===== src/rtl/fp_pkg.sv =====
// Shared fp32 definitions for the min/max tracker.
//   fp32_t           raw IEEE-754 single-precision bit pattern
//   field constants  bit positions of sign, exponent and mantissa
//   fminmax_state_e  scheduler states of fminmax_seq
//   fp_mag()         sign-stripped {exponent, mantissa} magnitude
package fp_pkg;

  typedef logic [31:0] fp32_t;

  localparam int unsigned SIGN_BIT = 31;
  localparam int unsigned EXP_MSB  = 30;
  localparam int unsigned EXP_LSB  = 23;
  localparam int unsigned MANT_MSB = 22;

  typedef enum logic [2:0] {
    ST_IDLE,
    ST_ACCEPT,
    ST_CMP_MIN,
    ST_CMP_MAX,
    ST_DONE
  } fminmax_state_e;

  function automatic logic [30:0] fp_mag(input fp32_t v);
    return {v[EXP_MSB:EXP_LSB], v[MANT_MSB:0]};
  endfunction

endpackage


===== src/rtl/fp32_lt.sv =====
// Combinational fp32 less-than on raw bit patterns.
//   a, b : operands
//   lt   : 1 when a orders strictly below b
// Sign decides first (-0 < +0); equal signs compare magnitudes, reversed
// for negatives. NaN/Inf get no special treatment; equal patterns give 0.
module fp32_lt
  import fp_pkg::*;
(
  input  fp32_t a,
  input  fp32_t b,
  output logic  lt
);

  always_comb begin
    lt = 1'b0;
    if (a != b) begin
      if (a[SIGN_BIT] != b[SIGN_BIT]) begin
        lt = a[SIGN_BIT];
      end else if (!a[SIGN_BIT]) begin
        lt = (fp_mag(a) < fp_mag(b));
      end else begin
        lt = (fp_mag(a) > fp_mag(b));
      end
    end
  end

endmodule


===== src/rtl/fminmax_seq.sv =====
// Streaming fp32 running min/max tracker sharing one comparator.
//   clk, rst_n           clock, async active-low reset
//   start                opens a burst (honoured in IDLE only)
//   in_valid/in_ready    sample handshake, in_data sample, in_last end of burst
//   res_valid/res_ready  result handshake
//   res_min/res_max      running extrema, res_count samples accepted (saturating)
//   busy                 FSM not in IDLE
// Each non-first sample costs three cycles: accept, min check, max check.
module fminmax_seq
  import fp_pkg::*;
#(
  parameter int unsigned COUNT_W = 16
) (
  input  logic               clk,
  input  logic               rst_n,
  input  logic               start,
  input  logic               in_valid,
  output logic               in_ready,
  input  logic [31:0]        in_data,
  input  logic               in_last,
  output logic               res_valid,
  input  logic               res_ready,
  output logic [31:0]        res_min,
  output logic [31:0]        res_max,
  output logic [COUNT_W-1:0] res_count,
  output logic               busy
);

  fminmax_state_e     state_q, state_d;
  logic               first_q, first_d;
  fp32_t              s_q, s_d;
  logic               l_q, l_d;
  fp32_t              min_q, min_d;
  fp32_t              max_q, max_d;
  logic [COUNT_W-1:0] cnt_q, cnt_d;

  fp32_t cmp_a, cmp_b;
  logic  cmp_lt;

  fp32_lt u_lt (
    .a  (cmp_a),
    .b  (cmp_b),
    .lt (cmp_lt)
  );

  always_comb begin
    state_d = state_q;
    first_d = first_q;
    s_d     = s_q;
    l_d     = l_q;
    min_d   = min_q;
    max_d   = max_q;
    cnt_d   = cnt_q;
    cmp_a   = s_q;
    cmp_b   = min_q;

    unique case (state_q)
      ST_IDLE: begin
        if (start) begin
          min_d   = '0;
          max_d   = '0;
          cnt_d   = '0;
          first_d = 1'b1;
          state_d = ST_ACCEPT;
        end
      end
      ST_ACCEPT: begin
        if (in_valid) begin
          s_d = in_data;
          l_d = in_last;
          if (cnt_q != '1) begin
            cnt_d = cnt_q + 1'b1;
          end
          if (first_q) begin
            // First sample seeds both accumulators; no compare needed.
            min_d   = in_data;
            max_d   = in_data;
            first_d = 1'b0;
            state_d = in_last ? ST_DONE : ST_ACCEPT;
          end else begin
            state_d = ST_CMP_MIN;
          end
        end
      end
      ST_CMP_MIN: begin
        cmp_a = s_q;
        cmp_b = min_q;
        if (cmp_lt) begin
          min_d = s_q;
        end
        state_d = ST_CMP_MAX;
      end
      ST_CMP_MAX: begin
        cmp_a = max_q;
        cmp_b = s_q;
        if (cmp_lt) begin
          max_d = s_q;
        end
        state_d = l_q ? ST_DONE : ST_ACCEPT;
      end
      ST_DONE: begin
        if (res_ready) begin
          state_d = ST_IDLE;
        end
      end
      default: state_d = ST_IDLE;
    endcase
  end

  always_ff @(posedge clk or negedge rst_n) begin
    if (!rst_n) begin
      state_q <= ST_IDLE;
      first_q <= 1'b0;
      s_q     <= '0;
      l_q     <= 1'b0;
      min_q   <= '0;
      max_q   <= '0;
      cnt_q   <= '0;
    end else begin
      state_q <= state_d;
      first_q <= first_d;
      s_q     <= s_d;
      l_q     <= l_d;
      min_q   <= min_d;
      max_q   <= max_d;
      cnt_q   <= cnt_d;
    end
  end

  assign in_ready  = (state_q == ST_ACCEPT);
  assign res_valid = (state_q == ST_DONE);
  assign busy      = (state_q != ST_IDLE);
  assign res_min   = min_q;
  assign res_max   = max_q;
  assign res_count = cnt_q;

endmodule

===== config.mk =====
export PLATFORM = sky130hd
export DESIGN_NAME = fminmax_seq
export DESIGN_NICKNAME = d
export VERILOG_FILES = /design/src/rtl/fp_pkg.sv /design/src/rtl/fp32_lt.sv /design/src/rtl/fminmax_seq.sv
export SDC_FILE = /design/constraint.sdc
export NUM_CORES = 1
export LEC_CHECK = 0
export ABC_AREA = 1
export CAP_MARGIN = 20
export CORE_UTILIZATION = 38
export CTS_CLUSTER_DIAMETER = 80
export DETAILED_ROUTE_END_ITERATION = 8
export PLACE_DENSITY_LB_ADDON = 0.05
export SLEW_MARGIN = 20
export SYNTH_ARGS = -nofsm -noshare
export SYNTH_HDL_FRONTEND = slang
export SYNTH_SLANG_ARGS = --single-unit

===== constraint.sdc =====
create_clock -name clk -period 3.6 [get_ports clk]
set_input_delay 0.72 -clock clk [delete_from_list [all_inputs] [get_ports clk]]
set_output_delay 0.72 -clock clk [all_outputs]
set_load 0.01 [all_outputs]

Yosys cells after proc, flatten, opt, wreduce, memory -nomap -nowiden
Index checks and enable logic that the tools add are counted.
- latch bits: 0
- memories: 0
- bits of input ports: 38
- memory bits (writable): 0
- word-level logic and storage cells: 60
- register bits: 117
- output and inout bits: 83
- bits in read-only memories: 0
- $add $sub $neg: 1
- $mul: 0
- eq/ne operators: 14
- bitwise operators: 0
- order comparisons: 2
- divide/modulo/power cells: 0
- multiplexer cells: 25
- shift operators: 0
- reductions and logical operators: 11
- operator list (operator ; number):
    two-way mux 32 bit ; 6
    one-hot mux 32 bit (3 select lines) ; 2
    two-way mux 16 bit ; 3
    inequality test 32 bit ; 1
    one-hot mux 16 bit (2 select lines) ; 1
    > comparator 31 bit ; 1
    less-than comparator 31 bit ; 1
    two-way mux 3 bit ; 6
    adder 16 x 1 -> 16 bit (second input constant) ; 1
    inequality test 16 bit (second input constant) ; 1
    one-hot mux 3 bit (5 select lines) ; 1
    AND reduction 5 bit ; 2
    nonzero test 3 bit ; 3
    inequality test 2 bit (second input constant) ; 4
    == test 3 x 2 -> 1 bit (second input constant) ; 2
    inequality test 2 x 1 -> 1 bit (second input constant) ; 3
    AND reduction 3 bit ; 2
    two-way mux 1 bit ; 5
    AND reduction 4 bit ; 1
    == test 3 x 1 -> 1 bit (second input constant) ; 1
    == test 3 bit (second input constant) ; 1
    logical NOT 3 bit ; 1
    one-hot mux 1 bit (2 select lines) ; 1
    AND reduction 2 bit ; 1
    2 further kinds ; 2

Longest topological paths before layout
Gate-level depths: netlist (run 1).
- word-level depth: 8
- gate-level depth with buffers: 26
- gate-level depth less buffers: 23

Cells and area by module
Synthesis (run 1) repeated with hierarchy kept, for this count alone.
- cell total of the unflattened synthesis: 1012
- area, all modules: 7186.9 sq um
- by module, submodules not included (module ; seq. area each (sq um) ; area an instance (sq um) ; times used ; cells each):
    fminmax_seq ; 2927.8 ; 6286.0 ; 1 ; 857
    fp32_lt ; 0.0 ; 900.9 ; 1 ; 155

Least setup slack after synthesis (run 1)
No wires, ideal clock.
- kind: flip-flop to flip-flop
- start: reg state_q[0]
- end: reg max_q[31], in the netlist res_max[31]
- data required time: 3483 ps
- setup time: 117 ps
- cell stages (with the launch flop): 24
- setup slack: 607 ps
- path buffers: 3
- data arrival time: 2876 ps
- clock period less this slack: 2993 ps
- cells stage by stage: dfrtp_1 -> nand2_2 -> nor2_2 -> inv_2 -> clkbuf_1 -> clkbuf_1 -> nand2_1 -> o21ai_0 -> inv_1 -> ha_1 -> nand2_1 -> nor2_1 -> nand2_1 -> nor3_1 -> nand2_1 -> nand2_1 -> nand2_1 -> nand2_1 -> nand2_1 -> nand2_2 -> nand2_2 -> buf_4 -> nand2_1 -> nand2_1
- longest elaborated chain between the ends: 8
- elaborated cells between the ends (all ways): 19
- classes of those cells: order compare: 2; eq/ne: 8; mux: 6; reduce/logical: 3
- ends and longest elaborated chain (item ; line ; source):
    from (decl) ; fminmax_seq.sv:29 ; fminmax_state_e state_q, state_d;
    from (signal assigned) ; fminmax_seq.sv:120 ; state_q <= state_d;
    == test 3 x 2 -> 1 bit ; fminmax_seq.sv:57 ; unique case (state_q)
    two-way mux 32 bit ; fminmax_seq.sv:57 ;
    less-than comparator 31 bit / > comparator 31 bit (equally long branches) ; fp32_lt.sv:20, fp32_lt.sv:22 ;
    two-way mux 1 bit ; fp32_lt.sv:19 ; end else if (!a[SIGN_BIT]) begin
    two-way mux 1 bit ; fp32_lt.sv:17 ; if (a[SIGN_BIT] != b[SIGN_BIT]) begin
    two-way mux 1 bit ; fp32_lt.sv:16 ; if (a != b) begin
    inequality test 2 bit (no line) ; - ;
    AND reduction 5 bit (no line) ; - ;
    to (signal assigned) ; fminmax_seq.sv:125 ; max_q <= max_d;
    to (decl) ; fminmax_seq.sv:34 ; fp32_t max_q, max_d;
Several ways; a longest one is shown, not always the timed one.
A chain may end at the register's enable or synchronous reset.

Worst setup path in the final report (run 1)
- start: reg state_q[2]
- end: reg min_q[12], in the netlist res_min[12]
- longest elaborated chain between the ends: 8
- elaborated cells between the ends (all ways): 20
- classes of those cells: order compare: 2; eq/ne: 9; mux: 6; reduce/logical: 3
- ends and longest elaborated chain (item ; line ; source):
    == test 3 x 2 -> 1 bit ; fminmax_seq.sv:57 ;
    two-way mux 32 bit ; fminmax_seq.sv:57 ;
    less-than comparator 31 bit / > comparator 31 bit (equally long branches) ; fp32_lt.sv:20, fp32_lt.sv:22 ;
    two-way mux 1 bit ; fp32_lt.sv:19 ;
    two-way mux 1 bit ; fp32_lt.sv:17 ;
    two-way mux 1 bit ; fp32_lt.sv:16 ;
    inequality test 2 bit (no line) ; - ;
    AND reduction 5 bit (no line) ; - ;
    to (signal assigned) ; fminmax_seq.sv:124 ; min_q <= min_d;
    to (decl) ; fminmax_seq.sv:33 ; fp32_t min_q, min_d;
Several ways; a longest one is shown, not always the timed one.

==> results of run 1 <==
[final cells by class]
class,count,share of cell area [%]
multi-input cells,670,37.37
clock buffers,19,4.867
clock inverters,13,2.777
repair buffers,140,15.51
flip-flops and latches,117,32.17
well taps,229,3.148
inverters,101,4.166
[flip-flops by register name, summed over array words and instances (netlist names)]
register   flops
l_q            1
res_count     16
s_q           32
res_min       32
res_max       32
state_q        3
first_q        1
[worst reg2reg max path, stage by stage, from the launching register on]
cell     delay, ps
dfrtp_1        400
inv_2           70
nand2_2        130
nor2_4         200
buf_4          170
buf_12         200
o21ai_0        130
ha_1           310
nand2_1         70
nor2_1         140
nand2_1         90
nor3_1         180
nand2_1         80
nand3_1         90
nand2_1         50
nand2_1        110
nand2_2         80
nand2_2        200
buf_12         220
nand2_1         80
nand2_1         60
[cell usage in the layout (no fill, tap or decap), drive strengths merged]
| cell type | count |
|---|---|
| a21o | 2 |
| a21oi | 22 |
| a31oi | 1 |
| a32oi | 1 |
| buf | 21 |
| bufinv | 7 |
| clkbuf | 19 |
| clkdlybuf4s50 | 119 |
| clkinv | 1 |
| clkinvlp | 5 |
| dfrtp | 117 |
| ha | 32 |
| inv | 101 |
| mux2 | 1 |
| nand2 | 311 |
| nand3 | 75 |
| nand4 | 3 |
| nor2 | 25 |
| nor3 | 13 |
| nor3b | 2 |
| nor4 | 2 |
| o211a | 1 |
| o21a | 1 |
| o21ai | 106 |
| o21bai | 1 |
| o22ai | 64 |
| o31ai | 4 |
| xnor2 | 1 |
| xor2 | 2 |
[power by group through the flow]
stage | Combinational [mW] | Clock [mW] | Sequential [mW]
floorplan | 2.93 | 0 | 2.12
global placement | 4.52 | 0 | 2.12
detailed placement | 4.55 | 0 | 2.11
CTS | 4.58 | 2.06 | 2.10
global route | 5.20 | 2.11 | 2.15
finish | 4.54 | 2.03 | 2.09
[routing by layer]
layer / global-route usage [%] / vias to the layer above
met5: 0 / -
li1: - / 3342
met2: 37.29 / 203
met1: 31.55 / 3132
met3: 5.000 / 22
met4: 7.448 / 0
[timing repair]
action / 4_1_cts / 5_1_grt
buffers inserted: 0 / 2
setup endpoints to repair: 0 / 52
hold buffers: 0 / 0
[worst paths after layout]
path,start,end,slack (ps),cells past startpoint
max in group asynchronous,rst_n,res_min[18],2500,2
worst max register to register,state_q[2],res_min[12],460,20
min in group clk,s_q[2],s_q[2],480,2
worst min-delay path,rst_n,res_max[8],340,1
worst max-delay path,state_q[2],res_min[12],460,20
worst min register to register,s_q[2],s_q[2],480,2
[per-stage QoR]
step	cells	hold WS (ps)	utilization, %	setup WS [ps]	total power, mW
2_1_floorplan	941	424.4	-	607.5	5.051
3_3_place_gp	1255	464.7	46.87	418.8	6.631
3_5_place_dp	1255	472.8	46.87	386.7	6.658
4_1_cts	1287	375.5	50.75	369.5	8.741
5_1_grt	1289	406.1	50.84	41.54	9.467
6_report	1289	341.5	50.84	458.4	8.665
[kinds of logic (layout without fill, tap and decap cells)]
family                     count (synthesis)  after routing  share of synthesized area, %
DFF                                      117            117                         42.22
and+or+nand+nor                          431            431                         25.94
xor gates and xnor gates                   3              3                        0.3789
adders and majority gates                 32             32                         5.773
buffers and inverters                    154            273                         8.966
muxes                                      1              1                        0.1624
AOI/OAI and AO/OA                        203            203                         16.56
==> results.md, run 1 <==
- Port Buffers: 120
- Status: finished, final reports clean
- Final TNS setup: 0 ps
- Via-to-Cell Ratio: 5.197
- Mapped Cells: ~940
- Clk slew on worst S/H paths: 60 ps
- Share of cells above drive strength 1: roughly 7.4%
- Post-Synthesis Cell Area: between 6000 and 7000 sq um
- Synth top cells by count: 305 x nand2_1, 117 x dfrtp_1, 103 x o21ai_0
- Yosys top cell by area: dfrtp_1
- Filler cell count: 1828
- Seq/Total Area, Yosys: 42.22%
- Netlist cell types: 36
- Crit share post-route: between 80% and 90%
- Top-count cell post-synth: nand2_1
- Final Hold Fails: 0
- Worst min path class: input port to asynchronous set/reset pin
- Pin count of the biggest net entering global routing: 53
- CTS max path bufs: 2
- Worst Skew: about 13 ps
- Internal: a little under 5 mW
- Total grt overflow: 0
- Initial core utilization: between 30% and 40%
- PwrDens: between 900 and 1000 nW/um^2
- Worst Path Arrival: ~3500 ps
- DP Wirelength: around 13000 um
- Top_reg_cell synth: dfrtp_1
- CP endpoint kind: flop
- First-pass GRT wire length: about 34000 um
- CP max stage cell: dfrtp_1
- Multi-input logic area: about 3400 sq um
- CTS tree: built
- RSZ-0062 raised after global routing: false
- I/O Pins: between 100 and 150
- Later-pin clock latency in the skew report: ~420 ps
- Vias in the first global route: 6347
- Relative slew slack: between 40% and 50%
- Startpoint Class: flop
- Syn Area/Cell: between 7 and 8 sq um
- Worst-path fanout max: 49
- First-pass DRT Iterations: 5
- Worst Path Buf+Inv: 4
- Initial antenna violation count: 0
- Critical Path RT: 3950 ps
- Max IR drop VDD: 0.6241 mV
- Final Cell Area: 9101 sq um
- Register area: ~2900 sq um
- Synth-to-layout area growth: 31.23%
- Comb power frac: between 50% and 60%
- Sequential Power Share: roughly a quarter
- CP Class: flop to flop
- Nets: 1117
- Post-layout min period: around 3100 ps
- Flop and latch count out of synthesis: ~120
- Peak Freq: around 320 MHz
- Vias after detailed routing: between 6k and 7k
- Syn nets: about 1.0k
- Max_cap viols: 0
- Total CTS buffers: 17
- Met1 Routed Length: 9446 um
- Die width: roughly 140 um
- DR DRC count: 0
- Switching Share: between 40% and 50%
- Post-DR wirelength/cell: between 15 and 20 um
- Top-area cell type share of the netlist area: between 40% and 50%
- Max incr delay on CP: ~400 ps
- # diodes: 0
- Slew Limit Fails: 0
- Die Area: roughly 19000 sq um
- Top delay family on crit path: simple AND/OR/NAND/NOR gates
- Clk pwr share: 23.4%
- Core ar.: around 18000 sq um
- Leakage power: around 4.3 nW
- Yosys warning total: 0
- DRT iter0 DRCs: 330
- Met3 WL: between 1000 and 1500 um
- Drt total wl: around 20000 um
- Rows: between 40 and 50
- EDFF count, synth: 0
- Die H: roughly 140 um
- Post-DP Area: approximately 8400 sq um
- Htree depth: 4
- Top layer in use: met4
- Sw Pwr: between 3 and 4 mW
- Root buffer cell: clkbuf_16
- Least-Margin Pin Slew: between 800 and 900 ps
- Ranking of synthesized cells by area: dfrtp_1 42%, nand2_1 17%, o21ai_0 7.4%
- Worst path most repeated cell: nand2_1
- Tot GR Track Use: a little under a quarter
- Post_cts resized: 0
- Met2 WL: 9433 um
- Setup violators final: 0
- Clock sinks: 117
- Async set or reset register ratio after synthesis: 100.0%
- Placer Congestion: 0.7771
- Critical-path cell list: inv_2 > nand2_2 > nor2_4 > buf_4 > buf_12 > o21ai_0 > ha_1 > nand2_1 > nor2_1 > nand2_1 > nor3_1 > nand2_1 > nand3_1 > nand2_1 > nand2_1 > nand2_2 > nand2_2 > buf_12 > nand2_1 > nand2_1
- Post-DRT Antenna Nets: 0
Power figures use the tool's default switching activity.
==> inputs of run 2 (changes only) <==
--- a/config.mk
+++ b/config.mk
@@ -7,7 +7,7 @@
 export LEC_CHECK = 0
 export ABC_AREA = 1
 export CAP_MARGIN = 20
-export CORE_UTILIZATION = 38
+export CORE_UTILIZATION = 50
 export CTS_CLUSTER_DIAMETER = 80
 export DETAILED_ROUTE_END_ITERATION = 8
 export PLACE_DENSITY_LB_ADDON = 0.05
==> run 2 against run 1 <==
Setup slack worse by 96 ps. Critical endpoint is now res_max[5]. Total power is 6.3% lower. Via count is 0.73% lower. Critical path type unchanged. First-iteration DRC count is 71% higher. Sequential power hardly changed. Routed wire length is 8.4% lower. Largest power group unchanged. Count of clock-buffer cells in the layout is 6 higher. Cell count is 4.8% lower. Sequential share of layout area is 0.95 points higher.
==> results.md, run 2 (same netlist as run 1, synthesis figures left out) <==
- Htree depth: 4
- Top delay family on crit path: simple AND/OR/NAND/NOR gates
- Relative slew slack: 37.97%
- Later-pin clock latency in the skew report: 430 ps
- Final total power: between 8 and 9 mW
- Post-DRT Antenna Nets: 0
- Vias in the first global route: between 6k and 7k
- # diodes: 0
- Share of cells above drive strength 1: around 6.6%
- Worst Path Buf+Inv: 5
- Die width: ~120 um
- CP max stage cell: dfrtp_1
- I/O Pins: 121
- GRT busiest layer: met2
- Worst-path fanout max: 53
- Clock sinks: around 120
- Max incr delay on CP: approximately 400 ps
- Critical-path cell list: inv_2 > nand2_2 > nor2_4 > buf_12 > inv_2 > o21ai_0 > inv_1 > ha_1 > nand2_1 > nor2_1 > nand2_1 > nor3_1 > nand2_1 > nand2_1 > nand2_1 > nand2_1 > nand2_1 > nand2_2 > buf_4 > nand3_1 > nand2_1
- Met3 global-route usage: just under 6%
- PwrDens: 918.9 nW/um^2
- Core ar.: between 10000 and 15000 sq um
- Root buffer cell: clkbuf_16
- Initial antenna violation count: 0
- DRT iter0 DRCs: between 500 and 600
- CTS tree: built
- Commonest non-fill, non-tap cell in the layout: nand2_1
- Die H: around 120 um
- First-pass DRT Iterations: 5
- Setup Slack @ Placement: 311.1 ps
- Met2 Usage GRT: 42.45%
- Tot GR Track Use: 27.52%
- Max_cap viols: 0
- DR DRC count: 0
- Filler cell count: around 1.2k
- Post-CTS Hold Buffers: 0
- RSZ-0062 raised after global routing: false
- Synth-to-layout area growth: 27.46%
- Worst min path class: input port to asynchronous set/reset pin
- Status: finished, final reports clean
- Vias after detailed routing: 6650
- First-pass GRT wire length: 30480 um
- Peak Freq: 308.9 MHz
- Die Area: approximately 14000 sq um
- Crit share post-route: 89.92%
- Total grt overflow: 0
- CP endpoint kind: flop
- Most frequent cells in the layout: 304 x nand2_1, 119 x clkdlybuf4s50_1, 117 x dfrtp_1
- Nets: 1111
- Least-Margin Pin Slew: 930.4 ps
- Drt total wl: 18710 um
- Final Hold Fails: 0
- Final critical-path setup slack: roughly 360 ps
- Placer Congestion: 0.8669
- Initial core utilization: between 50% and 60%
- Startpoint Class: flop
- Rows: 42
- Leakage power: 4.174 nW
- CP Class: flop to flop
- Critical Path RT: 3950 ps
- Setup violators final: 0
- Port Buffers: 120
- Worst Path Arrival: roughly 3600 ps
- Post-layout min period: 3237 ps
- Setup Buffers After CTS: 0
- Worst path most repeated cell: nand2_1
- Slew Limit Fails: 0
- M1 GR Usage: 38.10%
- CTS max path bufs: 2
- Final TNS setup: 0 ps
- Post-DR wirelength/cell: between 15 and 20 um
- Post_cts resized: 0
- Total CTS buffers: 17
- Max IR drop VDD: 0.4601 mV
- Clk slew on worst S/H paths: 50 ps
- Worst Skew: around 13 ps
- Via-to-Cell Ratio: roughly 5.4
- DP Wirelength: around 12000 um
- Pin count of the biggest net entering global routing: 70
-- run 2: cell types whose count changed in the layout (fill, tap and decap cells not counted) --
cell	change
clkinvlp_4	-5
clkbuf_8	+6
clkinv_2	+3
buf_4	-6
buf_12	-1
nand2_2	-1
bufinv_16	-7
buf_8	+1
nand2_4	+1
-- run 2: worst reg2reg max path, cell delays in order (launching register included) --
cell and delay [ps]:
dfrtp_1 400, inv_2 70, nand2_2 130, nor2_4 180
buf_12 240, inv_2 170, o21ai_0 170, inv_1 60
ha_1 280, nand2_1 60, nor2_1 140, nand2_1 120
nor3_1 180, nand2_1 90, nand2_1 60, nand2_1 50
nand2_1 50, nand2_1 80, nand2_2 100, buf_4 300
nand3_1 130, nand2_1 90
-- run 2: final timing paths --
check | to | from | depth (start not counted) | slack (ps)
setup / recovery | res_max[5] | state_q[2] | 21 | 360
hold / removal | s_q[16] | rst_n | 1 | 420
setup reg to reg | res_max[5] | state_q[2] | 21 | 360
hold reg to reg | s_q[19] | s_q[19] | 2 | 480
max in group asynchronous | res_max[25] | rst_n | 2 | 2380
min in group clk | s_q[19] | s_q[19] | 2 | 480
-- run 2: layer usage --
| layer | vias to the layer above | share of wire [%] |
|---|---|---|
| met4 | 0 | 1.3 |
| met5 | - | 0 |
| met3 | 20 | 6.8 |
| li1 | 3328 | - |
| met1 | 3061 | 46 |
| met2 | 241 | 46 |
-- run 2: layout make-up --
cell class,count,area (sq um),share of cell area (%)
multi-input cells,670,3406,38.53
flip-flops and latches,117,2928,33.12
repair buffers,134,1361,15.40
clock buffers,25,525.5,5.945
inverters,101,379.1,4.289
well taps,176,220.2,2.491
clock inverters,4,20.02,0.2265
-- run 2: per-stage QoR --
stage	hold slack (ps)	instance area, sq um	utilization [%]	cells
detailed placement	473.7	8282	61.80	1198
global route	506.1	8840	65.97	1227
finish	424.8	8840	65.97	1227
floorplan	424.4	6935	-	941
global placement	465.9	8282	61.80	1198
CTS	466.4	8827	65.87	1227
-- run 2: power breakdown --
group | leakage [nW] | internal [mW] | total, mW | switching, mW
Sequential | 1.53 | 1.76 | 2.09 | 0.323
Combinational | 2.37 | 1.67 | 4.47 | 2.80
Clock | 0.277 | 0.988 | 1.56 | 0.574
==> inputs of run 3 (changes only) <==
--- a/config.mk
+++ b/config.mk
@@ -14,4 +14,5 @@
 export SLEW_MARGIN = 20
 export SYNTH_ARGS = -nofsm -noshare
 export SYNTH_HDL_FRONTEND = slang
+export SYNTH_HIERARCHICAL = 1
 export SYNTH_SLANG_ARGS = --single-unit
==> run 3 against run 2 <==
Setup slack better by 14 ps. Clock power increased by 12%. Utilization increased by 1.0 points. Worst hold slack worse by 100 ps. Routed wire length increased by 6.1%. Final area rose by 5.6%. Total power up 7.6%. Sequential share of layout area down 1.8 points. Via count is 6.9% higher. Highest routed layer unchanged. Clock skew fell by 4.5 ps. First-iteration DRC count increased by 0.18%. Critical path depth unchanged.
==> results.md, run 3 <==
- Post-DRT Antenna Nets: 0
- Die Area: 14860 sq um
- Worst path most repeated cell: nand2_1
- First-pass DRT Iterations: 6
- Final TNS setup: 0 ps
- First-pass GRT wire length: ~31000 um
- Critical-path cell list: inv_1 > nand3_4 > buf_6 > o21ai_0 > inv_1 > ha_1 > nand2_1 > nor2_2 > nand4_1 > nor2_2 > nand3b_1 > nand3_1 > nand2_1 > nand2_1 > inv_1 > nand2_1 > nand2_1 > nand2_2 > buf_4 > nand2_1 > nand2_1
- Worst min path class: input port to asynchronous set/reset pin
- Post-DP Area: approximately 8500 sq um
- I/O Pins: between 100 and 150
- Synth top cells by count: 304 x nand2_1, 167 x inv_1, 117 x dfrtp_1
- Final total power: slightly below 9 mW
- Peak Freq: 310.3 MHz
- Least-Margin Pin Slew: a little under 800 ps
- Status: finished, final reports clean
- CTS tree: built
- Relative slew slack: a little under half
- Mapped Cells: approximately 1k
- Drt total wl: slightly below 20000 um
- Setup violators final: 0
- Worst-path fanout max: 28
- Core ar.: around 14000 sq um
- CP max stage cell: dfrtp_1
- Switching Share: 44.50%
- Max incr delay on CP: ~370 ps
- Worst Path Arrival: between 3000 and 4000 ps
- EDFF count, synth: 0
- CP Class: flop to flop
- Reg2reg start: state_q[2]
- Initial core utilization: roughly half
- Top-area cell type share of the netlist area: between 40 and 50%
- Worst Skew: about 8 ps
- Async set or reset register ratio after synthesis: between 90% and 100%
- Share of cells above drive strength 1: under 10%
- Commonest non-fill, non-tap cell in the layout: nand2_1
- Top_reg_cell synth: dfrtp_1
- Tot GR Track Use: between 20% and 30%
- Total grt overflow: 0
- Crit. Startpoint: state_q[2]
- Post-CTS Hold Buffers: 0
- Htree depth: 4
- DRT iter0 DRCs: 564
- Port Buffers: 120
- Post-layout min period: approximately 3200 ps
- Leakage power: between 4 and 5 nW
- Rows: 43
- CTS max path bufs: 2
- Nets: around 1.2k
- Slew Limit Fails: 0
- Pin count of the biggest net entering global routing: approximately 70
- Placer Congestion: between 0.8 and 0.9
- Clk slew on worst S/H paths: roughly 50 ps
- Via-to-Cell Ratio: roughly 5.4
- Flop and latch count out of synthesis: around 120
- Startpoint Class: flop
- Max_cap viols: 0
- Internal: around 4.9 mW
- Syn Area/Cell: approximately 7.1 sq um
- DP Wirelength: roughly 12000 um
- Netlist cell types: 31
- # diodes: 0
- Fin util: between 60% and 70%
- Ranking of synthesized cells by area: dfrtp_1 41%, nand2_1 16%, inv_1 8.7%
- RSZ-0062 raised after global routing: false
- Sw Pwr: roughly 3.9 mW
- Comb power frac: between 50% and 60%
- Syn nets: roughly 1.1k
- Total CTS buffers: 17
- Sequential Power Share: 23.9%
- Yosys warning total: 6
- Final Cell Area: between 9000 and 10000 sq um
- Max IR drop VDD: approximately 0.6 mV
- Clk pwr share: roughly a fifth
- Root buffer cell: clkbuf_16
- PwrDens: roughly 940 nW/um^2
- Top-count cell post-synth: nand2_1
- Post-DR wirelength/cell: 15.01 um
- Post-Synthesis Cell Area: about 7200 sq um
- Die H: between 100 and 150 um
- Synth-to-layout area growth: 29.87%
- Clock sinks: 117
- Later-pin clock latency in the skew report: between 400 and 500 ps
- Vias after detailed routing: 7111
- Die width: between 100 and 150 um
- Crit share post-route: 89.53%
- Seq/Total Area, Yosys: roughly 40%
- Yosys top cell by area: dfrtp_1
- DR DRC count: 0
- Critical Path RT: between 3000 and 4000 ps
- Vias in the first global route: 6376
- Initial antenna violation count: 0
- Final Hold Fails: 0
- Most frequent cells in the layout: 304 x nand2_1, 167 x inv_1, 119 x clkdlybuf4s50_1
- Hold slack: 320.5 ps
- CP endpoint kind: flop
[run 3: changes by cell type in the layout (fill, tap and decap cells not counted), moves of 7 or more]
cell | previous run | this run
inv_1 | 92 | 167
nor3_1 | 12 | 1
buf_4 | 10 | 19
clkbuf_8 | 7 | 0
o21ai_0 | 103 | 111
o21ai_1 | 3 | 36
a21oi_1 | 20 | 13
nand3_1 | 74 | 51
inv_2 | 9 | 1
[run 3: power groups by stage]
stage                     logic (mW)  clock network (mW)  registers (mW)
after floorplan                 2.94                   0            2.14
after global placement          4.27                   0            2.09
after detailed placement        4.34                   0            2.10
after CTS                       4.53                1.77            2.09
after global routing            5.47                1.82            2.14
final                           4.91                1.74            2.09
[run 3: timing repair]
| item | CTS | global route |
|---|---|---|
| pin swaps | 1 | 6 |
| resized for setup | 1 | 2 |
| cloned | 2 | 1 |
| setup endpoints to repair | 32 | 53 |
| setup buffers | 0 | 11 |
[run 3: area by class of cell]
class / instances / area (sq um)
inverters: 168 / 630.6
fillers: 1236 / 4601
clock buffers: 20 / 436.7
repair buffers: 148 / 1525
multi-input cells: 677 / 3428
flip-flops and latches: 117 / 2928
well taps: 180 / 225.2
clock inverters: 12 / 160.2
[run 3: cells by family after synthesis]
family	count (synthesis)	share of synthesized area (%)
AOI/OAI and AO/OA	230	17.36
xor gates and xnor gates	4	0.4876
adders and majority gates	32	5.571
buffers and inverters	221	12.38
DFF	117	40.74
and+or+nand+nor	408	23.47
[run 3: final timing paths]
path	slack, ps	endpoint	cells after the start
max in group asynchronous	2460	res_min[1]	2
min in group clk	510	res_min[10]	2
worst max register to register	380	res_min[4]	21
worst min register to register	510	res_min[10]	2
worst min-delay path	320	res_max[17]	1
worst max-delay path	380	res_min[4]	21
[run 3: routing by layer]
| layer | global-route usage [%] | up-vias | share of wire (%) |
|---|---|---|---|
| met2 | 43.61 | 245 | 48 |
| met4 | 10.26 | 0 | 1.7 |
| met1 | 37.62 | 3347 | 45 |
| li1 | - | 3493 | - |
| met5 | 0 | - | 0 |
| met3 | 4.307 | 26 | 5.5 |
[run 3: critical path, delay by kind of cell (launching register included)]
kind                       cells  cell delay, ps
AOI/OAI and AO/OA              1             190
adders and majority gates      1             290
buffers and inverters          5             780
DFF                            1             370
and+or+nand+nor               14            1520
[run 3: through the flow]
stage / std cells / setup slack, ps
after global routing: 1322 / 102.4
after CTS: 1310 / 99.12
after detailed placement: 1276 / -100.6
final: 1322 / 377.0
after floorplan: 1012 / 634.6
after global placement: 1276 / 22.65
==> edit 1: new RTL, config.mk and constraints of run 3 <==
The 5 states of `fminmax_state_e` get a one-hot encoding in 5 bits.
--- a/src/rtl/fp_pkg.sv
+++ b/src/rtl/fp_pkg.sv
@@ -12,12 +12,12 @@
   localparam int unsigned EXP_LSB  = 23;
   localparam int unsigned MANT_MSB = 22;
 
-  typedef enum logic [2:0] {
-    ST_IDLE,
-    ST_ACCEPT,
-    ST_CMP_MIN,
-    ST_CMP_MAX,
-    ST_DONE
+  typedef enum logic [4:0] {
+    ST_IDLE    = 5'b00001,
+    ST_ACCEPT  = 5'b00010,
+    ST_CMP_MIN = 5'b00100,
+    ST_CMP_MAX = 5'b01000,
+    ST_DONE    = 5'b10000
   } fminmax_state_e;
 
   function automatic logic [30:0] fp_mag(input fp32_t v);
Formal check against the unedited RTL: no difference found for any inputs over 4 cycles, from zero or initial values and one cycle with rst_n low; so few cycles prove little.
==> edit 1 against run 3 <==
Clock skew decreased by 0.0018 ns. Clock power increased by 2%. Power decreased by 7.5%. Area after synthesis increased by 2.3%. Sequential cell count increased by 2. Die area increased by 2.3%. Wire length decreased by 1.1%. Critical path depth increased by 4. First-iteration DRC count increased by 13%. Cell area increased by 0.19%. Via count increased by 0.51%. Worst setup slack got worse by 0.050 ns. Sequential power increased by 4%. Critical endpoint is now res_min[2]. Largest power group unchanged.
==> edit 1: results (changes against run 3) <==
status finished clean; number of distinct library cells after synthesis 32 (+3.2%); maximum number of pins on one net before global-route repair 93 (+29%); master of the slowest instance on the critical path dfstp_2; Crit path largest cell delay 0.58 ns (+0.21 ns); proportion of synthesized chip area in sequential cells 40.5% (-0.22 points); Leakage 4.48 nW (+0.23%); I/O Buffers 120 (unchanged); Gates resized, CTS repair 0 (-1); Worst slew margin 46.1% (-1.5 points); n_diodes 0 (unchanged); first-pass GRT wire length 31500 um (+0.31%); Mapped Nets 1107 (+2.3%); total of fill cells in the finished design 1240 (+0.32%); Tot GR Track Use 26.9% (-0.52 points); Routed WL 19600 um (-1.1%); routed len/inst 14.7 um (-1.8%); buffer depth of the longest clock path 2 (unchanged); share of layout cells above drive strength 1 6.16% (-0.67 points); Hold Slack 0.222 ns (-0.0989 ns); placed wire-length estimate 12600 um (+6.1%); largest voltage drop on the vdd net 0.462 mV (-21%); number of nets in the layout 1209 (+0.83%); capture instance of the worst register-to-register path res_min[2]; main flop type after synthesis dfrtp_1; Initial DRC Count 638 (+13%); vias per std cell 5.37 (-0.25%); CP max FO 52 (+86%); minimum setup slack among reg-to-reg paths 0.33 ns (-0.05 ns); Synth top cells by count nand2_1, inv_1, dfrtp_1, o21ai_0, nand3_1; total instance count after detailed placement 1300 (+1.9%); number of global-route vias before repair 6405 (+0.45%); Pre-antenna DRT Iters 5 (-1); Placer Congestion 0.831 (-5.9%); largest clock skew in the final design 0.00622 ns (-0.00178 ns); Avg Synthesized Cell Area 7.09 um^2 (-0.17%); biggest area contributors in the synthesized netlist dfrtp_1, nand2_1, o21ai_0, inv_1, nand3_1; number of cell instances on the worst register-to-register path 25 (+19%); Worst R2R Start state_q[0]
edit 1: cell families (layout without fill, tap and decap cells):
group | after synthesis | after routing | synth area share, %
buffers and inverters | 197 | 312 | 11.1
xor gates and xnor gates | 6 | 6 | 0.715
and+or+nand+nor | 491 | 491 | 27.6
adders and majority gates | 32 | 32 | 5.45
DFF | 119 | 119 | 40.5
AOI/OAI and AO/OA | 192 | 192 | 14.7
edit 1: how the worst max path moves through the flow:
stage                             end  depth (start not counted)        from  slack (ns)
after floorplan           res_max[10]                         27  state_q[0]        0.46
after global placement    res_max[27]                         21  state_q[1]        0.29
after detailed placement  res_max[20]                         21  state_q[1]        0.21
after CTS                 res_max[15]                         21  state_q[1]        0.17
after global routing      res_min[22]                         22  state_q[3]        0.02
final                      res_min[2]                         25  state_q[0]        0.33
edit 1: area by class of cell:
type | count | share of cell area, %
timing repair buffer | 139 | 15.1
inverter | 141 | 5.69
tap | 180 | 2.41
clock buffer | 24 | 5.37
clock inverter | 8 | 1.26
sequential | 119 | 31.9
multi-input combinational | 721 | 38.3
edit 1: metrics by stage:
step	setup slack, ns	cell area, um^2
6_report	0.327	9350
3_5_place_dp	0.209	8710
2_1_floorplan	0.456	7350
4_1_cts	0.169	9330
3_3_place_gp	0.290	8710
5_1_grt	0.0232	9350
edit 1: worst max-delay path: cells and delay by family (launching register included):
kind            cells  cell delay, ns
buf+inv             5            0.68
flops               1            0.58
simple gates       17            1.35
fa+ha+maj           1            0.30
compound gates      2            0.24
edit 1: layer usage:
layer,vias to the layer above,part of all wire [%],global-route usage [%]
li1,3549,-,-
met4,0,1.8,9.56
met5,-,0,0
met1,3305,46,37.6
met3,30,6.4,5.49
met2,263,46,41.3
edit 1: where the power goes:
part           internal (mW)  total [mW]  switching (mW)
Clock                   1.18        1.78           0.608
Combinational           1.59        4.13            2.54
Sequential              1.83        2.17           0.346
==> edit 2: new RTL, config.mk and constraints of run 3 <==
Without the edit above. Change the parameter `COUNT_W` from 16 to 32.
--- a/src/rtl/fminmax_seq.sv
+++ b/src/rtl/fminmax_seq.sv
@@ -9,7 +9,7 @@
 module fminmax_seq
   import fp_pkg::*;
 #(
-  parameter int unsigned COUNT_W = 16
+  parameter int unsigned COUNT_W = 32
 ) (
   input  logic               clk,
   input  logic               rst_n,
Interface: changed (resized res_count); port bits go from 121 to 137. No check against the original RTL was run, so the function may have changed too.
==> edit 2 against run 3 <==
Wire length is 8.2% higher. Area after synthesis up 17%. Sequential cell count rose by 16. Worst setup slack got worse by 0.11 ns. Cell area rose by 14%. Power shrank 0.20%. Clock power decreased by 6%. Count of clock-buffer cells in the layout grew 5. Cell count rose by 17%. Critical path type unchanged.
==> edit 2: results (changes against run 3) <==
status finished clean; Avg Synthesized Cell Area 7.00 um^2 (-1.4%); Crit path largest cell delay 0.43 ns (+0.06 ns); Worst-Margin Slew 0.554 ns (-0.232 ns); share of layout cells above drive strength 1 6.75% (-0.078 points); routed len/inst 13.8 um (-7.9%); Initial DRC Count 480 (-15%); Gates resized, CTS repair 0 (-1); Leakage 4.75 nW (+6.3%); #MultiIn Comb 795 (+17%); CP max FO 49 (+75%); largest voltage drop on the vdd net 0.514 mV (-12%); xor-xnor portion of the synthesized cell area 0.832% (+0.34 points); Routed met2 length 10000 um (+6.2%); proportion of synthesized chip area in sequential cells 39.5% (-1.2 points); first-pass GRT wire length 34600 um (+10%); I/O Buffers 136 (+13%); Mapped Nets 1272 (+18%); maximum number of pins on one net before global-route repair 79 (+9.7%); number of global-route vias before repair 7140 (+12%); number of nets in the layout 1393 (+16%); WL met3 986 um (-8.9%); fraction of area in non-clock buffers 15.5% (-0.88 points); final instance count without filler cells 1553 (+17%); critical path's top delay family buffers and inverters; Global Route met2 Usage 40.4% (-3.3 points); total instance count after detailed placement 1517 (+19%); fraction of area in multi-input gates 37.8% (+1.1 points); Non-clock buffers 156 (+5.4%); number of signal-net inverters in the final layout 220 (+31%); routing usage on met3 3.92% (-0.39 points); clock buffer count in the final layout 25 (+25%); total of fill cells in the finished design 1490 (+21%)
[edit 2: cells by family after synthesis]
kind of cell / after synthesis
and+or+nand+nor: 477
AOI/OAI and AO/OA: 277
buffers and inverters: 275
DFF: 133
adders and majority gates: 32
xor gates and xnor gates: 8
[edit 2: final timing paths]
path / endpoint / slack (ns) / depth (start not counted)
setup / recovery: res_max[4] / 0.26 / 23
hold / removal: s_q[17] / 0.27 / 1
setup reg to reg: res_max[4] / 0.26 / 23
hold reg to reg: res_min[8] / 0.51 / 2
max in group asynchronous: res_count[29] / 2.51 / 2
min in group clk: res_min[8] / 0.51 / 2
[edit 2: power groups by stage]
stage / Sequential [mW] / Clock [mW] / Combinational, mW
after floorplan: 2.31 / 0 / 3.05
after global placement: 2.27 / 0 / 4.44
after detailed placement: 2.27 / 0 / 4.49
after CTS: 2.25 / 1.66 / 4.54
after global routing: 2.32 / 1.71 / 5.44
final: 2.26 / 1.63 / 4.83
